<file path="src/rtl/julia_pkg.sv">
// Shared definitions for the Julia renderer blocks (dispatch, julia_worker,
// mem_write_arbiter).
//   NUM_WORKERS / DATA_W / ADDR_W / NUM_PIXELS : system-wide sizes
//   IDX_W      : width of a worker index
//   mc_state_t : memory-write controller states
//   wrap_inc   : worker index + 1, wrapping at NUM_WORKERS
package julia_pkg;

    localparam int NUM_WORKERS = 16;
    localparam int DATA_W      = 32;
    localparam int ADDR_W      = 32;
    localparam int NUM_PIXELS  = 307200;
    localparam int IDX_W       = $clog2(NUM_WORKERS);

    typedef enum logic [1:0] {
        IDLE  = 2'd0,
        WRITE = 2'd1,
        ACK   = 2'd2
    } mc_state_t;

    function automatic logic [IDX_W-1:0] wrap_inc(input logic [IDX_W-1:0] idx);
        if (int'(idx) == NUM_WORKERS - 1) begin
            return '0;
        end
        return idx + 1'b1;
    endfunction

endpackage

</file>
<file path="src/rtl/mem_write_arbiter_if.sv">
// Bus between the julia_worker array, the memory-write arbiter and the
// external pixel write port.
//   jw_mc_done[i]  : worker i holds a finished pixel (color_reg[i]/addr_reg[i])
//   mc_jw_busy[i]  : worker i's pixel is being written (one-hot)
//   mc_jw_done[i]  : single-cycle acknowledge to worker i (one-hot)
//   wr_addr/wr_data/wr_ready/wr_done : external write port
//
// Handshake: a worker raises jw_mc_done and holds it (with stable data)
// until it sees its mc_jw_done pulse. On the write port, wr_ready is the
// valid; wr_addr/wr_data stay constant while wr_ready is high, and the
// write is complete on the first rising edge where wr_ready && wr_done.
// wr_done while wr_ready is low has no meaning and is ignored.
interface mem_write_arbiter_if;
    import julia_pkg::*;

    logic [NUM_WORKERS-1:0] jw_mc_done;
    logic [DATA_W-1:0]      color_reg [NUM_WORKERS];
    logic [ADDR_W-1:0]      addr_reg  [NUM_WORKERS];
    logic                   wr_done;
    logic [ADDR_W-1:0]      wr_addr;
    logic [DATA_W-1:0]      wr_data;
    logic                   wr_ready;
    logic [NUM_WORKERS-1:0] mc_jw_busy;
    logic [NUM_WORKERS-1:0] mc_jw_done;

    // Arbiter view.
    modport master (
        input  jw_mc_done, color_reg, addr_reg, wr_done,
        output wr_addr, wr_data, wr_ready, mc_jw_busy, mc_jw_done
    );

    // Workers + write port view.
    modport slave (
        output jw_mc_done, color_reg, addr_reg, wr_done,
        input  wr_addr, wr_data, wr_ready, mc_jw_busy, mc_jw_done
    );

endinterface

</file>
<file path="src/rtl/rr_arbiter.sv">
// Combinational round-robin pick.
//   req       : request vector
//   mask      : requests to ignore this cycle
//   ptr       : index with highest priority
//   grant     : one-hot winner
//   grant_idx : index of the winner
//   any_grant : at least one eligible request
module rr_arbiter
    import julia_pkg::*;
(
    input  logic [NUM_WORKERS-1:0] req,
    input  logic [NUM_WORKERS-1:0] mask,
    input  logic [IDX_W-1:0]       ptr,
    output logic [NUM_WORKERS-1:0] grant,
    output logic [IDX_W-1:0]       grant_idx,
    output logic                   any_grant
);

    logic [NUM_WORKERS-1:0] eligible;

    assign eligible = req & ~mask;

    // Walk from ptr upward with wrap-around; first eligible index wins.
    always_comb begin
        logic [IDX_W:0]   sum;
        logic [IDX_W-1:0] cand;
        grant     = '0;
        grant_idx = '0;
        any_grant = 1'b0;
        sum       = '0;
        cand      = '0;
        for (int i = 0; i < NUM_WORKERS; i++) begin
            sum = {1'b0, ptr} + (IDX_W+1)'(i);
            if (sum >= (IDX_W+1)'(NUM_WORKERS)) begin
                sum = sum - (IDX_W+1)'(NUM_WORKERS);
            end
            cand = sum[IDX_W-1:0];
            if (!any_grant && eligible[cand]) begin
                any_grant   = 1'b1;
                grant_idx   = cand;
                grant[cand] = 1'b1;
            end
        end
    end

endmodule

</file>
<file path="src/rtl/mem_write_arbiter.sv">
// Memory-write controller: grants one julia_worker at a time (round-robin),
// presents its pixel on the external write port, acknowledges the worker
// after wr_done and counts written pixels for frame completion.
//   clk, n_rst  : clock, asynchronous active-low reset
//   start_sig   : new-frame pulse; clears pixel count and frame_done
//   bus         : worker / write-port signals (master modport)
//   frame_done  : NUM_PIXELS writes completed since last start_sig
//   dbg_state   : current controller state
module mem_write_arbiter
    import julia_pkg::*;
#(
    parameter int NUM_PIXELS = julia_pkg::NUM_PIXELS
) (
    input  logic                  clk,
    input  logic                  n_rst,
    input  logic                  start_sig,
    mem_write_arbiter_if.master   bus,
    output logic                  frame_done,
    output mc_state_t             dbg_state
);

    localparam int              CNT_W   = $clog2(NUM_PIXELS + 1);
    localparam logic [CNT_W-1:0] CNT_MAX = CNT_W'(NUM_PIXELS);

    mc_state_t              state;
    mc_state_t              state_next;
    logic                   do_grant;
    logic                   do_complete;

    logic [IDX_W-1:0]       ptr;
    logic [IDX_W-1:0]       grant_idx_q;
    logic [NUM_WORKERS-1:0] mask;
    logic [NUM_WORKERS-1:0] held_onehot;
    logic [CNT_W-1:0]       pix_cnt;

    logic [NUM_WORKERS-1:0] arb_grant;
    logic [IDX_W-1:0]       arb_idx;
    logic                   arb_any;

    rr_arbiter u_rr_arbiter (
        .req       (bus.jw_mc_done),
        .mask      (mask),
        .ptr       (ptr),
        .grant     (arb_grant),
        .grant_idx (arb_idx),
        .any_grant (arb_any)
    );

    assign held_onehot = NUM_WORKERS'(1) << grant_idx_q;
    assign dbg_state   = state;

    // Next state; requests are only looked at in IDLE, wr_done only in WRITE.
    always_comb begin
        state_next  = state;
        do_grant    = 1'b0;
        do_complete = 1'b0;
        case (state)
            IDLE: begin
                if (arb_any) begin
                    do_grant   = 1'b1;
                    state_next = WRITE;
                end
            end
            WRITE: begin
                if (bus.wr_done) begin
                    do_complete = 1'b1;
                    state_next  = ACK;
                end
            end
            ACK: begin
                state_next = IDLE;
            end
            default: begin
                state_next = IDLE;
            end
        endcase
    end

    always_ff @(posedge clk or negedge n_rst) begin
        if (!n_rst) begin
            state <= IDLE;
        end else begin
            state <= state_next;
        end
    end

    // Write-port and worker-side registers.
    always_ff @(posedge clk or negedge n_rst) begin
        if (!n_rst) begin
            bus.wr_addr    <= '0;
            bus.wr_data    <= '0;
            bus.wr_ready   <= 1'b0;
            bus.mc_jw_busy <= '0;
            bus.mc_jw_done <= '0;
            grant_idx_q    <= '0;
            ptr            <= '0;
            mask           <= '0;
        end else begin
            // The just-acknowledged worker may still have its request up in
            // the IDLE cycle after ACK; hide it for exactly that cycle.
            mask           <= (state == ACK) ? held_onehot : '0;
            bus.mc_jw_done <= '0;
            if (do_grant) begin
                bus.wr_addr    <= bus.addr_reg[arb_idx];
                bus.wr_data    <= bus.color_reg[arb_idx];
                bus.wr_ready   <= 1'b1;
                bus.mc_jw_busy <= arb_grant;
                grant_idx_q    <= arb_idx;
            end
            if (do_complete) begin
                bus.wr_ready   <= 1'b0;
                bus.mc_jw_busy <= '0;
                bus.mc_jw_done <= held_onehot;
                ptr            <= wrap_inc(grant_idx_q);
            end
        end
    end

    // Pixel counter; saturates at NUM_PIXELS, start_sig wins over a
    // completion in the same cycle.
    always_ff @(posedge clk or negedge n_rst) begin
        if (!n_rst) begin
            pix_cnt    <= '0;
            frame_done <= 1'b0;
        end else if (start_sig) begin
            pix_cnt    <= '0;
            frame_done <= 1'b0;
        end else if (do_complete && (pix_cnt != CNT_MAX)) begin
            pix_cnt <= pix_cnt + 1'b1;
            if (pix_cnt == CNT_MAX - 1'b1) begin
                frame_done <= 1'b1;
            end
        end
    end

endmodule

</file>
<file path="src/flat_wrapper.sv">
// flat-port wrapper written by rule: the top's interface ports become plain ports
module mem_write_arbiter_flat import julia_pkg::*;
#(
    parameter int NUM_PIXELS = julia_pkg::NUM_PIXELS
)
  (clk, n_rst, start_sig, frame_done, dbg_state, bus_jw_mc_done, bus_color_reg, bus_addr_reg, bus_wr_done, bus_wr_addr, bus_wr_data, bus_wr_ready, bus_mc_jw_busy, bus_mc_jw_done);
  mem_write_arbiter_if bus_i ();
  input  logic clk;
  input  logic n_rst;
  input  logic start_sig;
  output logic frame_done;
  output mc_state_t dbg_state;
  input wire logic [$bits(bus_i.jw_mc_done)-1:0] bus_jw_mc_done;
  input wire logic [$bits(bus_i.color_reg)-1:0] bus_color_reg;
  input wire logic [$bits(bus_i.addr_reg)-1:0] bus_addr_reg;
  input wire logic [$bits(bus_i.wr_done)-1:0] bus_wr_done;
  output wire logic [$bits(bus_i.wr_addr)-1:0] bus_wr_addr;
  output wire logic [$bits(bus_i.wr_data)-1:0] bus_wr_data;
  output wire logic [$bits(bus_i.wr_ready)-1:0] bus_wr_ready;
  output wire logic [$bits(bus_i.mc_jw_busy)-1:0] bus_mc_jw_busy;
  output wire logic [$bits(bus_i.mc_jw_done)-1:0] bus_mc_jw_done;
  assign bus_i.jw_mc_done = bus_jw_mc_done;
  assign bus_i.color_reg = {>>{bus_color_reg}};
  assign bus_i.addr_reg = {>>{bus_addr_reg}};
  assign bus_i.wr_done = bus_wr_done;
  assign bus_wr_addr = bus_i.wr_addr;
  assign bus_wr_data = bus_i.wr_data;
  assign bus_wr_ready = bus_i.wr_ready;
  assign bus_mc_jw_busy = bus_i.mc_jw_busy;
  assign bus_mc_jw_done = bus_i.mc_jw_done;
  mem_write_arbiter #(.NUM_PIXELS(NUM_PIXELS)) u_core (.clk(clk), .n_rst(n_rst), .start_sig(start_sig), .bus(bus_i), .frame_done(frame_done), .dbg_state(dbg_state));
endmodule
</file>
<file path="config.mk">
export PLATFORM = sky130hd
export DESIGN_NAME = mem_write_arbiter_flat
export DESIGN_NICKNAME = d
export VERILOG_FILES = /design/src/rtl/julia_pkg.sv /design/src/rtl/mem_write_arbiter_if.sv /design/src/rtl/rr_arbiter.sv /design/src/rtl/mem_write_arbiter.sv /design/src/flat_wrapper.sv
export SDC_FILE = /design/constraint.sdc
export NUM_CORES = 1
export LEC_CHECK = 0
export ABC_AREA = 0
export CAP_MARGIN = 20
export CORE_AREA = 3 3 443 445
export CTS_BUF_LIST = sky130_fd_sc_hd__clkbuf_4 sky130_fd_sc_hd__clkbuf_8 sky130_fd_sc_hd__clkbuf_16
export CTS_CLUSTER_SIZE = 10
export DETAILED_ROUTE_END_ITERATION = 6
export DIE_AREA = 0 0 446 448
export DONT_BUFFER_PORTS = 1
export GPL_ROUTABILITY_DRIVEN = 0
export GPL_TIMING_DRIVEN = 0
export SLEW_MARGIN = 20
export SYNTH_ARGS = -nofsm -noshare
export SYNTH_HDL_FRONTEND = slang
export SYNTH_SLANG_ARGS = --single-unit
</file>
<file path="constraint.sdc">
create_clock -name clk -period 8.05 [get_ports clk]
set_input_delay 0.805 -clock clk [delete_from_list [all_inputs] [get_ports clk]]
set_output_delay 0.805 -clock clk [all_outputs]
set_load 0.1 [all_outputs]
</file>
Yosys cells after proc, flatten, opt, wreduce, memory -nomap -nowiden
Index checks and enable logic that the tools add are counted.

Register bits: 143. Word-level logic and storage cells: 328. Input bits: 1044. Output and inout bits: 100.

Multiplexer cells: 156. Reductions and logical operators: 53. $lt $le $gt $ge: 49. Bitwise operators: 18. Equality and inequality tests: 7. Add/sub/neg operators: 33. Shift-type cells: 1.

Operators with widths (number): 16-bit two-way mux (20); 32-bit binary-select mux with 4-bit select (2); 16-bit bitwise OR (15); 4-bit two-way mux (34); 32-bit two-way mux (4); 5-bit greater-or-equal comparator (second input constant) (16); 4-bit by 5-bit < comparator with 1-bit output (second input constant) (16); 1-bit binary-select mux with 4-bit select (16); 1-bit demux with 4-bit select (16); 4-bit by 1-bit greater-or-equal comparator with 1-bit output (second input constant) (16); 4-bit by 1-bit subtractor with 4-bit output (second input constant) (16); 1-bit two-way mux (59); 4-bit by 4-bit adder with 5-bit output (second input constant) (8); 19-bit two-way mux (2); 1-bit logical AND (32); 4-bit by 3-bit adder with 5-bit output (second input constant) (4); 19-bit by 1-bit adder with 19-bit output (second input constant) (1); 19-bit == test (second input constant) (1); 19-bit != test (second input constant) (1); 16-bit AND (1); 16-bit inverter (1); 1-bit by 4-bit << shifter with 16-bit output (first input constant) (1); 1-bit logical NOT (15); 4-bit by 2-bit adder with 5-bit output (second input constant) (2); 14 further kinds (18).

Depth between registers and ports, before layout
Depth after elaboration: 54. Depth in mapped cells: 22. Mapped depth without buffers: 14.

Hierarchy
From an unflattened synthesis, not the netlist that was laid out.

Cells, all modules: 1770. Area total of the unflattened synthesis: 18393.9 µm².

By module, submodules not included: mem_write_arbiter (sequential area each 3578.4 µm², area an instance 13122.6 µm², cells each 1017, instances 1); rr_arbiter (sequential area each 0.0 µm², area an instance 5271.3 µm², cells each 753, instances 1).

Worst setup path after synthesis
OpenSTA, ideal clock, no wires.

Kind: flip-flop to flip-flop. Start: register u_core.ptr[1]. End: register u_core.bus.wr_data[29]. Data arrival time: 5.275 ns. Clock period less this slack: 5.407 ns. Path slack: 2.643 ns. Library setup time: 0.132 ns. Cell stages (with the launch flop): 21. Buffers on the path: 7. Data required time: 7.918 ns. Cell sequence: dfrtp_1 > buf_2 > inv_2 > buf_1 > ha_1 > buf_4 > xor2_1 > buf_2 > mux4_2 > mux2_2 > mux2i_4 > nand4_2 > buf_2 > nor4_2 > nor4_4 > a32oi_2 > buf_4 > buf_4 > mux4_2 > a222oi_1 > nand3_1.

Word-level cells in the longest chain between the ends: 54. Elaborated cells between the ends (all ways): 163. Those cells by class: 31 x add/sub; 16 x order compare; 85 x mux; 1 x bitwise; 30 x reduce/logical.

RTL lines: from (decl) (RTL line mem_write_arbiter.sv:30) `logic [IDX_W-1:0] ptr;`; from (signal assigned) (RTL line mem_write_arbiter.sv:114) `ptr <= wrap_inc(grant_idx_q);`; parallel branches: the longest is 54 deep, another holds 4-bit by 1-bit adder with 5-bit output; to (signal assigned) (RTL line mem_write_arbiter.sv:105) `bus.wr_data <= bus.color_reg[arb_idx];`; to (decl) (RTL line mem_write_arbiter_if.sv:29) `output wr_addr, wr_data, wr_ready, mc_jw_busy, mc_jw_done`.

Several ways; the timed one is not identified. The select of a mux whose other input is x is not followed. A chain may end at the register's enable or synchronous reset.

Final worst setup path
Start: register u_core.ptr[1]. End: register u_core.bus.wr_data[6].

The elaborated chain is that of the path after synthesis.

==> flow_summary_export.csv <==
group,metric,value,unit
worst_setup_path,rrSetupSlack,0.27,ns
final_layout,drive_above_1_share,0.251,
worst_setup_path,startpoint,"u_core.ptr[1]$_DFFE_PN0P_",
worst_setup_path,critPathArrivalTime,8.17,ns
worst_setup_path,worstRegToRegCells,20,
floorplan,initial_core_util,0.0930,
logic_synthesis,synthesis.area,17900,µm²
final_layout,synthToLayoutAreaGrowth,27.7,%
final_layout,nets,2929,
logic_synthesis,yosys_warnings,0,
final_layout,register_area,3620,µm²
global_routing,grt_pass1_vias,19400,
logic_synthesis,synthXorXnorAreaFrac,0.0165,
worst_setup_path,worstSetupStartpointType,"flip-flop",
sta,tightest_slew,1.23,ns
logic_synthesis,seq_area_frac_synth,0.200,
sta,slew_headroom,0.182,
flow_run,drv_cap,0,
clock_tree,path_clk_slew,0.08,ns
floorplan,die-area,200000,µm²
worst_setup_path,crit_type,"flip-flop to flip-flop",
sta,max_clock_freq,129,MHz
final_layout,stdcell_area,22900,µm²
sta,fin_worst_skew,0.0301,ns
floorplan,fp.dieW,446,µm
clock_tree,cts_setup_buffers,0,
worst_hold_path,hp-class,"input port to async pin",
worst_setup_path,timing.rr.end,"u_core.bus.wr_data[6]$_DFFE_PN0P_",
clock_tree,cts_buffers,17,
logic_synthesis,synth-simple-area-share,0.170,
logic_synthesis,synthCells,1815,
global_routing,track_usage,0.177,
worst_setup_path,worstPathMaxFanout,22,
outcome,failed_checks,"DRC",
placed_design,dp_hpwl,160,mm
logic_synthesis,ys.flop_type,"dfrtp_1",
routing,routed_wl,186,mm
sta,fin_crit_sh,0.967,
global_routing,grt_max_degree,144,
global_routing,grt_overflow_total,0,
worst_setup_path,endpoint_kind,"flip-flop",
sta,period_needed,7.78,ns
clock_tree,cts_tree,"done",
outcome,outcome,"finished with violations",
floorplan,rows,161,
clock_tree,clk_latency,0.58,ns
logic_synthesis,synth.avg_cell_area,9.87,µm²
logic_synthesis,synthAdderAreaFrac,0.0147,
global_routing,grt_pass1_wl,225,mm
clock_tree,clock_sinks,143,
logic_synthesis,synth_top_family_by_area,"multiplexers",
worst_setup_path,crit_required,8.44,ns
logic_synthesis,synth_nets,2880,
logic_synthesis,synth_edf_count,0,
global_routing,antenna_found_initial,241,
logic_synthesis,ys_types,90,
routing,initialDrtViolationCount,4053,
final_layout,fillers,22000,
floorplan,die_h,448,µm
clock_tree,clk_path_buf_depth,2,
logic_synthesis,yosys_register_bits,143,
floorplan,core,193000,µm²
routing,remaining_drc_errors,97,
sta,slew_viol_final,0,
final_layout,multi_input_area,13500,µm²
logic_synthesis,yosys-mux-area-fraction,0.358,
logic_synthesis,synthArstFlopShare,1.00,
sta,setup_viol,0,
placed_design,portBuffers,0,
routing,vias,22000,
placed_design,post_dp_cell_area,21600,µm²
routing,via_per_inst,4.78,
routing,firstDrtPassIters,7,
sta,rsz0062_at_grt,"false",
worst_setup_path,rr_startpoint,"u_core.ptr[1]$_DFFE_PN0P_",
logic_synthesis,synth_compound_area_frac,0.189,
clock_tree,clockRootBuffer,"clkbuf_16",
clock_tree,htreeDepth,4,
routing,ant_nets,0,
sta,hold_violations,0,
floorplan,ios,1144,
routing,wire_per_inst,40.3,µm
==> critical path: stages (launching register included) <==
cell      delay (ns)
dfrtp_1         0.44
buf_2           0.23
inv_2           0.45
ha_1            0.26
buf_4           0.19
xor2_1          0.22
buf_2           0.33
mux4_2          0.39
mux2_2          0.34
mux2i_4         0.31
nand4_2         0.23
buf_2           0.26
nor3_2          0.28
buf_4           0.25
nand4_4         0.44
nand2_2         0.41
buf_2           0.61
buf_2           0.50
mux4_2          0.39
a22oi_1         0.72
o221ai_1        0.30
==> cell type report <==
type,count,share of cell area
Timing Repair Buffer,33,0.0214
Sequential cell,143,0.158
Buffer,180,0.0382
Multi-Input combinational cell,1469,0.591
Clock buffer,17,0.0186
Clock inverter,15,0.00848
Tap cell,2526,0.138
Antenna cell,205,0.0224
Inverter,20,0.00328
==> repair_timing <==
item	in CTS	in global routing
endpoints found under the setup margin	60	9
resized for setup	7	3
hold buffers	1	0
pin swaps	0	0
hold endpoints to repair	143	0
==> synthesized netlist by cell type, types with 7 or more instances <==
library cell,n,area [µm²]
a32oi_1,39,342
a221o_1,15,150
o211ai_1,37,278
a221oi_1,12,105
nand3_1,192,961
a21oi_1,32,160
dfrtp_1,143,3580
xnor2_1,15,131
mux4_2,251,5650
a211oi_1,7,52.6
nand2b_1,21,131
nor4_1,12,75.1
ha_1,21,263
a22oi_1,66,495
nand4_1,12,75.1
o221ai_1,40,350
buf_4,26,195
xor2_1,15,131
inv_1,15,56.3
o22ai_1,18,113
buf_1,16,60.1
clkbuf_1,114,428
o21ai_0,112,561
nor2b_1,19,119
buf_2,22,110
a31oi_1,23,144
nor3_1,25,125
nand2_1,165,619
mux2i_1,61,611
nor2_1,122,458
==> state kept, by name (all words and copies together) (netlist names) <==
signal,flops
u_core.pix_cnt,19
u_core.dbg_state,2
u_core.bus.wr_addr,32
u_core.grant_idx_q,4
u_core.bus.mc_jw_done,16
u_core.bus.mc_jw_busy,16
u_core.bus.wr_data,32
u_core.mask,16
u_core.ptr,4
u_core.frame_done,1
u_core.bus.wr_ready,1
==> worst max-delay path by stage <==
| stage | endpoint | depth (start not counted) |
|---|---|---|
| floorplan | u_core.bus.wr_data[29]$_DFFE_PN0P_ | 20 |
| global placement | u_core.bus.wr_addr[0]$_DFFE_PN0P_ | 19 |
| global route | u_core.bus.wr_data[21]$_DFFE_PN0P_ | 20 |
| finish | u_core.bus.wr_data[6]$_DFFE_PN0P_ | 20 |
| detailed placement | u_core.bus.wr_data[5]$_DFFE_PN0P_ | 21 |
| CTS | u_core.bus.wr_addr[8]$_DFFE_PN0P_ | 22 |
==> placed cells by master, fill, tap and decap left out, types with 13 or more instances in the layout <==
| master | count |
|---|---|
| mux2i_1 | 61 |
| clkbuf_16 | 17 |
| nand3_1 | 192 |
| o21ai_0 | 112 |
| buf_2 | 24 |
| diode_2 | 205 |
| inv_1 | 15 |
| nand2b_1 | 21 |
| dfrtp_1 | 106 |
| a21oi_1 | 31 |
| a31oi_1 | 23 |
| dfrtp_2 | 37 |
| ha_1 | 21 |
| o221ai_1 | 40 |
| nor2_1 | 121 |
| a32oi_1 | 39 |
| nor3_1 | 25 |
| nand2_1 | 165 |
| nor2b_1 | 19 |
| buf_4 | 28 |
| a221o_1 | 15 |
| xnor2_1 | 13 |
| buf_1 | 19 |
| a22oi_1 | 62 |
| mux4_2 | 251 |
| o22ai_1 | 18 |
| xor2_1 | 15 |
| o211ai_1 | 37 |
| clkbuf_1 | 101 |
==> metrics by stage <==
step	setup WS, ns	util	hold slack (ns)	instances	setup TNS, ns
after floorplan	2.64	-	0.497	1815	0
after global placement	-2.34	0.109	0.513	4341	-47.58
after detailed placement	-0.755	0.112	0.513	4370	-14.41
after CTS	0.217	0.116	0.219	4402	0
after global routing	0.0333	0.118	0.249	4557	0
final	0.268	0.119	0.182	4608	0
==> layer usage <==
metal | global-route usage | up-vias | share of wire
li1 | - | 7750 | -
met1 | 0.183 | 10800 | 0.34
met2 | 0.241 | 2630 | 0.41
met3 | 0.142 | 751 | 0.18
met4 | 0.109 | 122 | 0.068
met5 | 0.0608 | - | 0.0087
==> logic make-up after synthesis <==
group / count (synthesis)
mux: 322
xor+xnor: 32
simple gates: 623
compound gates: 471
flops: 143
fa+ha+maj: 21
buf+inv: 203
Power is left out: the tool's default activity adds up to more than one toggle a clock period on the data nets, which glitch-free logic cannot reach.
